--- src/rtl/alu_pipe.sv ---
// Registered execute-stage ALU: single-cycle logic/arith/shift ops plus an
// iterative shift-add unsigned multiplier, behind a valid/ready handshake.
module alu_pipe #(
  parameter int WIDTH = 16,
  parameter int SHW   = $clog2(WIDTH)
) (
  input  logic             clk,
  input  logic             rst_n,
  input  logic             in_valid,
  output logic             in_ready,
  input  logic [WIDTH-1:0] a,
  input  logic [WIDTH-1:0] b,
  input  logic [2:0]       op,
  output logic             out_valid,
  input  logic             out_ready,
  output logic [WIDTH-1:0] result,
  output logic [WIDTH-1:0] result_hi,
  output logic             cout,
  output logic             overflow,
  output logic             zero,
  output logic             set
);

  localparam logic [2:0] OP_AND = 3'b000;
  localparam logic [2:0] OP_OR  = 3'b001;
  localparam logic [2:0] OP_ADD = 3'b010;
  localparam logic [2:0] OP_MUL = 3'b011;
  localparam logic [2:0] OP_SLL = 3'b100;
  localparam logic [2:0] OP_SRL = 3'b101;
  localparam logic [2:0] OP_SUB = 3'b110;
  localparam logic [2:0] OP_SLT = 3'b111;

  typedef enum logic {IDLE, BUSY} state_t;

  state_t state, state_next;

  logic [WIDTH-1:0]   mcand, mplier, acc;
  logic [SHW-1:0]     count;
  logic               accept, is_mul, mul_last;

  logic [WIDTH-1:0]   b_eff, sum, alu_res, step_add;
  logic [WIDTH:0]     sum_full, step_sum;
  logic [2*WIDTH-1:0] step_next;
  logic               carry, ovf, lt, alu_cout, alu_ovf, alu_set;
  logic [SHW-1:0]     shamt;

  assign in_ready = (state == IDLE) && (!out_valid || out_ready);
  assign accept   = in_valid && in_ready;
  assign is_mul   = (op == OP_MUL);
  assign mul_last = (state == BUSY) && (count == '0);
  assign shamt    = b[SHW-1:0];

  // One shared adder: subtraction and SLT use a + ~b + 1.
  always_comb begin
    b_eff    = (op == OP_ADD) ? b : ~b;
    sum_full = {1'b0, a} + {1'b0, b_eff} + {{WIDTH{1'b0}}, (op != OP_ADD)};
    sum      = sum_full[WIDTH-1:0];
    carry    = sum_full[WIDTH];
    ovf      = (a[WIDTH-1] == b_eff[WIDTH-1]) && (sum[WIDTH-1] != a[WIDTH-1]);
    lt       = sum[WIDTH-1] ^ ovf;
  end

  always_comb begin
    alu_res  = '0;
    alu_cout = 1'b0;
    alu_ovf  = 1'b0;
    alu_set  = 1'b0;
    case (op)
      OP_AND: alu_res = a & b;
      OP_OR:  alu_res = a | b;
      OP_ADD: begin
        alu_res  = sum;
        alu_cout = carry;
        alu_ovf  = ovf;
      end
      OP_SUB: begin
        alu_res  = sum;
        alu_cout = carry;
        alu_ovf  = ovf;
        alu_set  = lt;
      end
      OP_SLT: begin
        alu_res  = {{(WIDTH-1){1'b0}}, lt};
        alu_cout = carry;
        alu_set  = lt;
      end
      OP_SLL: alu_res = a << shamt;
      OP_SRL: alu_res = a >> shamt;
      OP_MUL: alu_res = '0;
    endcase
  end

  // Shift-add step: the product's low half shifts into the multiplier register.
  always_comb begin
    step_add  = mplier[0] ? mcand : '0;
    step_sum  = {1'b0, acc} + {1'b0, step_add};
    step_next = {step_sum, mplier[WIDTH-1:1]};
  end

  always_ff @(posedge clk or negedge rst_n) begin
    if (!rst_n) state <= IDLE;
    else        state <= state_next;
  end

  always_comb begin
    state_next = state;
    case (state)
      IDLE: if (accept && is_mul) state_next = BUSY;
      BUSY: if (count == '0)      state_next = IDLE;
    endcase
  end

  always_ff @(posedge clk or negedge rst_n) begin
    if (!rst_n) begin
      mcand  <= '0;
      mplier <= '0;
      acc    <= '0;
      count  <= '0;
    end else if (accept && is_mul) begin
      mcand  <= a;
      mplier <= b;
      acc    <= '0;
      count  <= SHW'(WIDTH-1);
    end else if (state == BUSY) begin
      {acc, mplier} <= step_next;
      count         <= count - SHW'(1);
    end
  end

  // Output registers only move on a write or a drain, so they hold under back-pressure.
  always_ff @(posedge clk or negedge rst_n) begin
    if (!rst_n) begin
      result    <= '0;
      result_hi <= '0;
      cout      <= 1'b0;
      overflow  <= 1'b0;
      zero      <= 1'b0;
      set       <= 1'b0;
      out_valid <= 1'b0;
    end else if (accept && !is_mul) begin
      result    <= alu_res;
      result_hi <= '0;
      cout      <= alu_cout;
      overflow  <= alu_ovf;
      zero      <= (alu_res == '0);
      set       <= alu_set;
      out_valid <= 1'b1;
    end else if (mul_last) begin
      result    <= step_next[WIDTH-1:0];
      result_hi <= step_next[2*WIDTH-1:WIDTH];
      cout      <= 1'b0;
      overflow  <= 1'b0;
      zero      <= (step_next[WIDTH-1:0] == '0);
      set       <= 1'b0;
      out_valid <= 1'b1;
    end else if (out_ready) begin
      out_valid <= 1'b0;
    end
  end

endmodule

--- config.mk ---
export PLATFORM = sky130hd
export DESIGN_NAME = alu_pipe
export DESIGN_NICKNAME = d
export VERILOG_FILES = /design/src/rtl/alu_pipe.sv
export SDC_FILE = /design/constraint.sdc
export NUM_CORES = 1
export LEC_CHECK = 0
export ABC_AREA = 1
export CORE_MARGIN = 2
export CORE_UTILIZATION = 58
export DETAILED_ROUTE_END_ITERATION = 8
export PLACE_DENSITY = 0.82
export RECOVER_POWER = 25
export SYNTH_ARGS = -nofsm -noshare
export SYNTH_HDL_FRONTEND = slang
export SYNTH_SLANG_ARGS = --single-unit
--- constraint.sdc ---
create_clock -name clk -period 3.35 [get_ports clk]
set_clock_uncertainty 0.1 [all_clocks]
set_input_delay 0.335 -clock clk [delete_from_list [all_inputs] [get_ports clk]]
set_output_delay 0.335 -clock clk [all_outputs]
set_load 0.005 [all_outputs]
; Yosys cells after proc, flatten, opt, wreduce, memory -nomap -nowiden
; Index checks and enable logic that the tools add are counted.
[classes]
n_addsub = 4
n_eq_ne = 10
shifts = 2
mux = 28
bitwise_logic = 5
reduce_logical = 19
[ops]
columns = cell, n
row1 = 2-to-1 mux 16 bit, 10
row2 = one-hot mux 16 bit (7 select lines), 1
row3 = adder 16 x 16 -> 17 bit, 2
row4 = logical NOT 16 bit, 2
row5 = adder 17 x 1 -> 17 bit, 1
row6 = bitwise AND 16 bit, 1
row7 = NOT 16 bit, 1
row8 = OR 16 bit, 1
row9 = left shift 16 x 4 -> 16 bit, 1
row10 = >> shifter 16 x 4 -> 16 bit, 1
row11 = 2-to-1 mux 1 bit, 14
row12 = "equality test 3 bit, second input constant", 4
row13 = 2-to-1 mux 4 bit, 2
row14 = "equality test 3 x 2 -> 1 bit, second input constant", 2
row15 = logical AND 1 bit, 6
row16 = logical NOT 4 bit, 1
row17 = nonzero test 2 bit, 2
row18 = OR reduction 2 bit, 2
row19 = "subtractor 4 x 1 -> 4 bit, second input constant", 1
row20 = "equality test 3 x 1 -> 1 bit, second input constant", 1
row21 = logical NOT 3 bit, 1
row22 = "!= test 3 x 2 -> 1 bit, second input constant", 1
row23 = nonzero test 3 bit, 1
row24 = OR reduction 3 bit, 1
row25 = other kinds (7), 8
[word_totals]
reg_bits = 90
inputBits = 39
out_inout_bits = 38
wordCells = 80

; Depth between registers and ports, before layout
[logic_depth]
depth_word = 10
mapped_depth = 22
mapped_depth_nobuf = 22

; Worst setup path before layout
; OpenSTA, ideal clock, no wires.
[synth_timing]
path_kind = input -> register
from = input op[1]
to = register zero
setup_time_ns = 0.077
arrival_ns = 2.974
t_required_ns = 3.173
slack_ns = 0.199
cell_stages = 20
n_path_buf = 1
cell_sequence = inv_1 > nor2_4 > inv_1 > nor2_1 > buf_4 > o21ai_0 > fa_1 > nand2_1 > nand3_1 > nand3_1 > nand2_1 > a21oi_1 > nand2_1 > nand3_1 > nand3_1 > nor2_1 > nand2_1 > nor2_1 > nand3_1 > a21oi_1
[synth_via]
elab_chain_len = 10
word_cells_on_any_way = 23
cone_classes = add/sub (2) / eq/ne (10) / mux (3) / bitwise (1) / reduce/logical (7)
[synth_rtl]
columns = item, line
row1 = start: declaration, 13  ; input logic [2:0] op,
row2 = equality test 3 x 2 -> 1 bit, "55, 68"
row3 = 2-to-1 mux 16 bit, 55  ; b_eff = (op == OP_ADD) ? b : ~b;
row4 = adder 16 x 16 -> 17 bit, 56  ; sum_full = {1'b0, a} + {1'b0, b_eff} + {{WIDTH{1'b0}}, (op != OP_ADD)};
row5 = adder 17 x 1 -> 17 bit, 56
row6 = != test 1 bit, 59  ; ovf = (a[WIDTH-1] == b_eff[WIDTH-1]) && (sum[WIDTH-1] != a[WIDTH-1]);
row7 = logical AND 1 bit, 59
row8 = bitwise XOR 1 bit, 60  ; lt = sum[WIDTH-1] ^ ovf;
row9 = one-hot mux 16 bit (7 select lines), 68  ; case (op)
row10 = logical NOT 16 bit, 145  ; zero <= (alu_res == '0);
row11 = 2-to-1 mux 1 bit, 140  ; end else if (accept && !is_mul) begin
row12 = end signal: assignment, 145
row13 = end signal: assignment, 153  ; zero <= (step_next[WIDTH-1:0] == '0);
row14 = end: declaration, 20  ; output logic zero,
; Several ways; a longest one is shown, not always the timed one.
; A chain may end at the register's enable or synchronous reset.

; Worst setup path in the final report
; Ends and elaborated chain as after synthesis.

==> reports/qor.yml <==
outcome:
  status: "complete, no violations"
grt:
  first_global_vias: 7762
  grt_max_degree: 58
  grt_usage_pct: 38.4
  antenna_found_initial: 0
  grt_pass1_wl_mm: 39.0
  overflow: 0
critical_path:
  required_ns: 3.53
  cp_num_buf_inv: 6
  cpPeakStageDelay_ns: 0.48
  worst_setup_path_end_kind: "flop"
  cp-start-kind: "input port"
  crit_slowest_cell: "clkdlybuf4s50_1"
  critPathKind: "input port to flop"
  critPathTopFamily: "buffers and inverters"
  arrival_ns: 3.33
  crit_fanout: 7
  cp_cell_sequence: "clkdlybuf4s50_1 -> inv_1 -> nor2_4 -> inv_1 -> nor2_4 -> buf_12 -> buf_4 -> xor2_1 -> ha_1 -> buf_4 -> nand2_1 -> o21ai_0 -> a21oi_1 -> nand3_1 -> nand3_2 -> nand2_1 -> nand2_1 -> nand3_1 -> nor2_1 -> nand3_1 -> a21oi_1"
flow_run:
  drv_cap: 0
drt:
  drtIter0Drc: 896
  via_count: 8214
  wl_mm: 25.1
  routedWlPerCell_um: 18.5
  route.detailed.drc: 0
  drt_pass1_iterations: 8
  ant_nets: 0
  vias_per_cell: 6.08
clock_tree:
  numCtsBuffers: 9
  root_buffer: "clkbuf_16"
  clk_latency_ns: 0.35
  cts.sinks: 90
  clk_pin_slew_ns: 0.07
  htreeDepth: 3
  cts_tree: "yes"
  clockBufferDepth: 2
cells_and_area:
  regArea_um2: 2250
  drive_gt1_share_pct: 10.9
  fillers: 1008
  multiInputGateArea_um2: 4400
  final_nets: 1277
  area_delta_synth_final_pct: 24.6
  fin_util_pct: 74.2
  fin_area_um2: 8910
  diodes: 0
  stdcell_count: 1352
logic_synthesis:
  synth.distinct_cells: 44
  yosys.area.top_type: "dfrtp_1"
  synth_top_area_share_pct: 31.5
  mappedNetlistNets: 1152
  syn_inst: 1075
  synthTopCellsByArea: "dfrtp_1 (31%), nand2_1 (16%), nand3_1 (9.3%)"
  synth-warning-count: 0
  synth_area_um2: 7160
  postSynthAreaPerCell_um2: 6.66
  ys_ff_latch: 90
  synth.yosys.seq_area_share_pct: 31.5
floorplanning:
  fp.dieH_um: 115
  core_area_um2: 12000
  dieArea_um2: 13200
  start_util_pct: 59.6
  die_w_um: 115
  row_count: 40
  pin_count: 77
sta:
  worst_slew_pin_slew_ns: 1.35
  fin_crit_ns: 3.15
  period_share_pct: 94.0
  timing.slew.headroom_pct: 9.98
  maxSlewViolCount: 0
  finalHoldViolations: 0
  clock.fmax_ghz: 0.318
  setup_tns_ns: 0
  finalSetupViolations: 0
power:
  p_leak_uw: 0.00451
  power_density_nw_per_um2: 612
  max-vdd-ir-drop_mv: 0.327
placement:
  hpwlAfterDp_mm: 19.2
  place_area_um2: 8500
  port_buffers: 76
  gp_congestion: 1.10
  placedCellCount: 1330
worst_hold_path:
  hold_path.class: "flop to flop"
## cell usage in the layout, fill, tap and decap left out, types with 7 or more instances in the layout
master	synthesis	layout
a21oi_1	71	65
buf_4	2	78
clkbuf_16	0	10
clkdlybuf4s50_1	0	75
dfrtp_1	90	90
ha_1	36	36
inv_1	91	91
inv_2	7	7
nand2_1	313	312
nand3_1	133	132
nand4_1	8	8
nor2_1	87	82
nor3_1	10	10
o211ai_1	7	7
o21ai_0	75	74
o221ai_1	10	10
o22ai_1	12	12
xnor2_1	12	12
xor2_1	16	15
## per-stage QoR
stage	hold WS [ns]	power [uW]	setup slack (ns)
finish	0.371	5460	0.201
global route	0.400	5840	-0.0721
CTS	0.376	5400	0.148
detailed placement	0.323	4380	-0.202
global placement	0.315	4310	-0.0885
floorplan	-0.0606	3280	0.199
## cell families (layout without fill, tap and decap cells)
kind of cell	Yosys count	in the layout	synth area share (%)
and+or+nand+nor	572	572	33.7
AOI/OAI and AO/OA	205	205	16.7
buffers and inverters	142	272	7.90
DFF	90	90	31.5
adders and majority gates	38	38	6.85
xor gates and xnor gates	28	28	3.43
## worst reg2reg max path: stages, from the launching register on
cell	delay [ns]
dfrtp_1	0.67
nand2_1	0.10
inv_1	0.07
ha_1	0.29
a21oi_1	0.19
o21ai_0	0.10
a21oi_1	0.31
o21ai_0	0.19
a31oi_1	0.27
o21ai_0	0.16
xnor2_1	0.20
o21ai_0	0.10
## path summary, 6_finish.rpt
check | start | to | slack (ns) | cells after the start
max in group asynchronous | rst_n | mplier[11]$_DFFE_PN0P_ | 1.47 | 3
min in group asynchronous | rst_n | result_hi[1]$_DFFE_PN0P_ | 0.73 | 2
worst min register to register | mcand[4]$_DFFE_PN0P_ | mcand[4]$_DFFE_PN0P_ | 0.37 | 2
worst min-delay path | mcand[4]$_DFFE_PN0P_ | mcand[4]$_DFFE_PN0P_ | 0.37 | 2
worst max register to register | mplier[0]$_DFFE_PN0P_ | acc[12]$_DFFE_PN0P_ | 0.47 | 11
worst max-delay path | op[1] | zero$_DFFE_PN0P_ | 0.20 | 21
## area by class of cell
type	instances	share of cell area [%]
sequential	90	25.3
timing repair buffer	158	15.9
tap	147	2.06
inverter	98	4.13
multi-input combinational	843	49.3
clock inverter	7	0.828
clock buffer	9	2.53
## flip-flops by register name (all words and copies together), names as in the netlist
register   count
overflow       1
state          1
mplier        16
cout           1
set            1
result        16
acc           16
count          4
out_valid      1
result_hi     16
mcand         16
zero           1
## what timing repair did
action	in CTS	in global routing
resized for setup	0	16
setup endpoints to repair	0	4
hold buffers	1	0
setup buffers	0	4
hold endpoints to repair	55	0
## cells in the mapped netlist, drive strengths merged
library cell / count
nand2: 315
nand3: 133
inv: 98
dfrtp: 90
nor2: 90
o21ai: 77
a21oi: 71
ha: 36
clkbuf: 26
buf: 18
xor2: 16
o22ai: 12
xnor2: 12
nor3: 10
o221ai: 10
nand4: 8
o211ai: 7
a22o: 6
a32o: 5
nand3b: 5
or2: 5
and2: 3
nor4: 3
o21a: 3
o21bai: 3
a31oi: 2
fa: 2
a21boi: 1
a21o: 1
a221o: 1
a22oi: 1
a31o: 1
a41oi: 1
o2111ai: 1
o211a: 1
o31ai: 1
## where the power goes
| group | internal (uW) | leakage, uW | switching (uW) |
|---|---|---|---|
| clock | 526 | 0.000140 | 482 |
| sequential | 1530 | 0.00116 | 299 |
| combinational | 1130 | 0.00320 | 1490 |
| total | 3180 | 0.00451 | 2270 |
## routing by layer
metal	global-route usage, %	vias up	part of all wire (%)
li1	-	3848	-
met1	48.3	3762	39
met2	61.3	488	45
met3	8.17	116	9.5
met4	21.8	0	6.6
met5	0	-	0
Note: power is estimated with default switching activity, not from simulation.
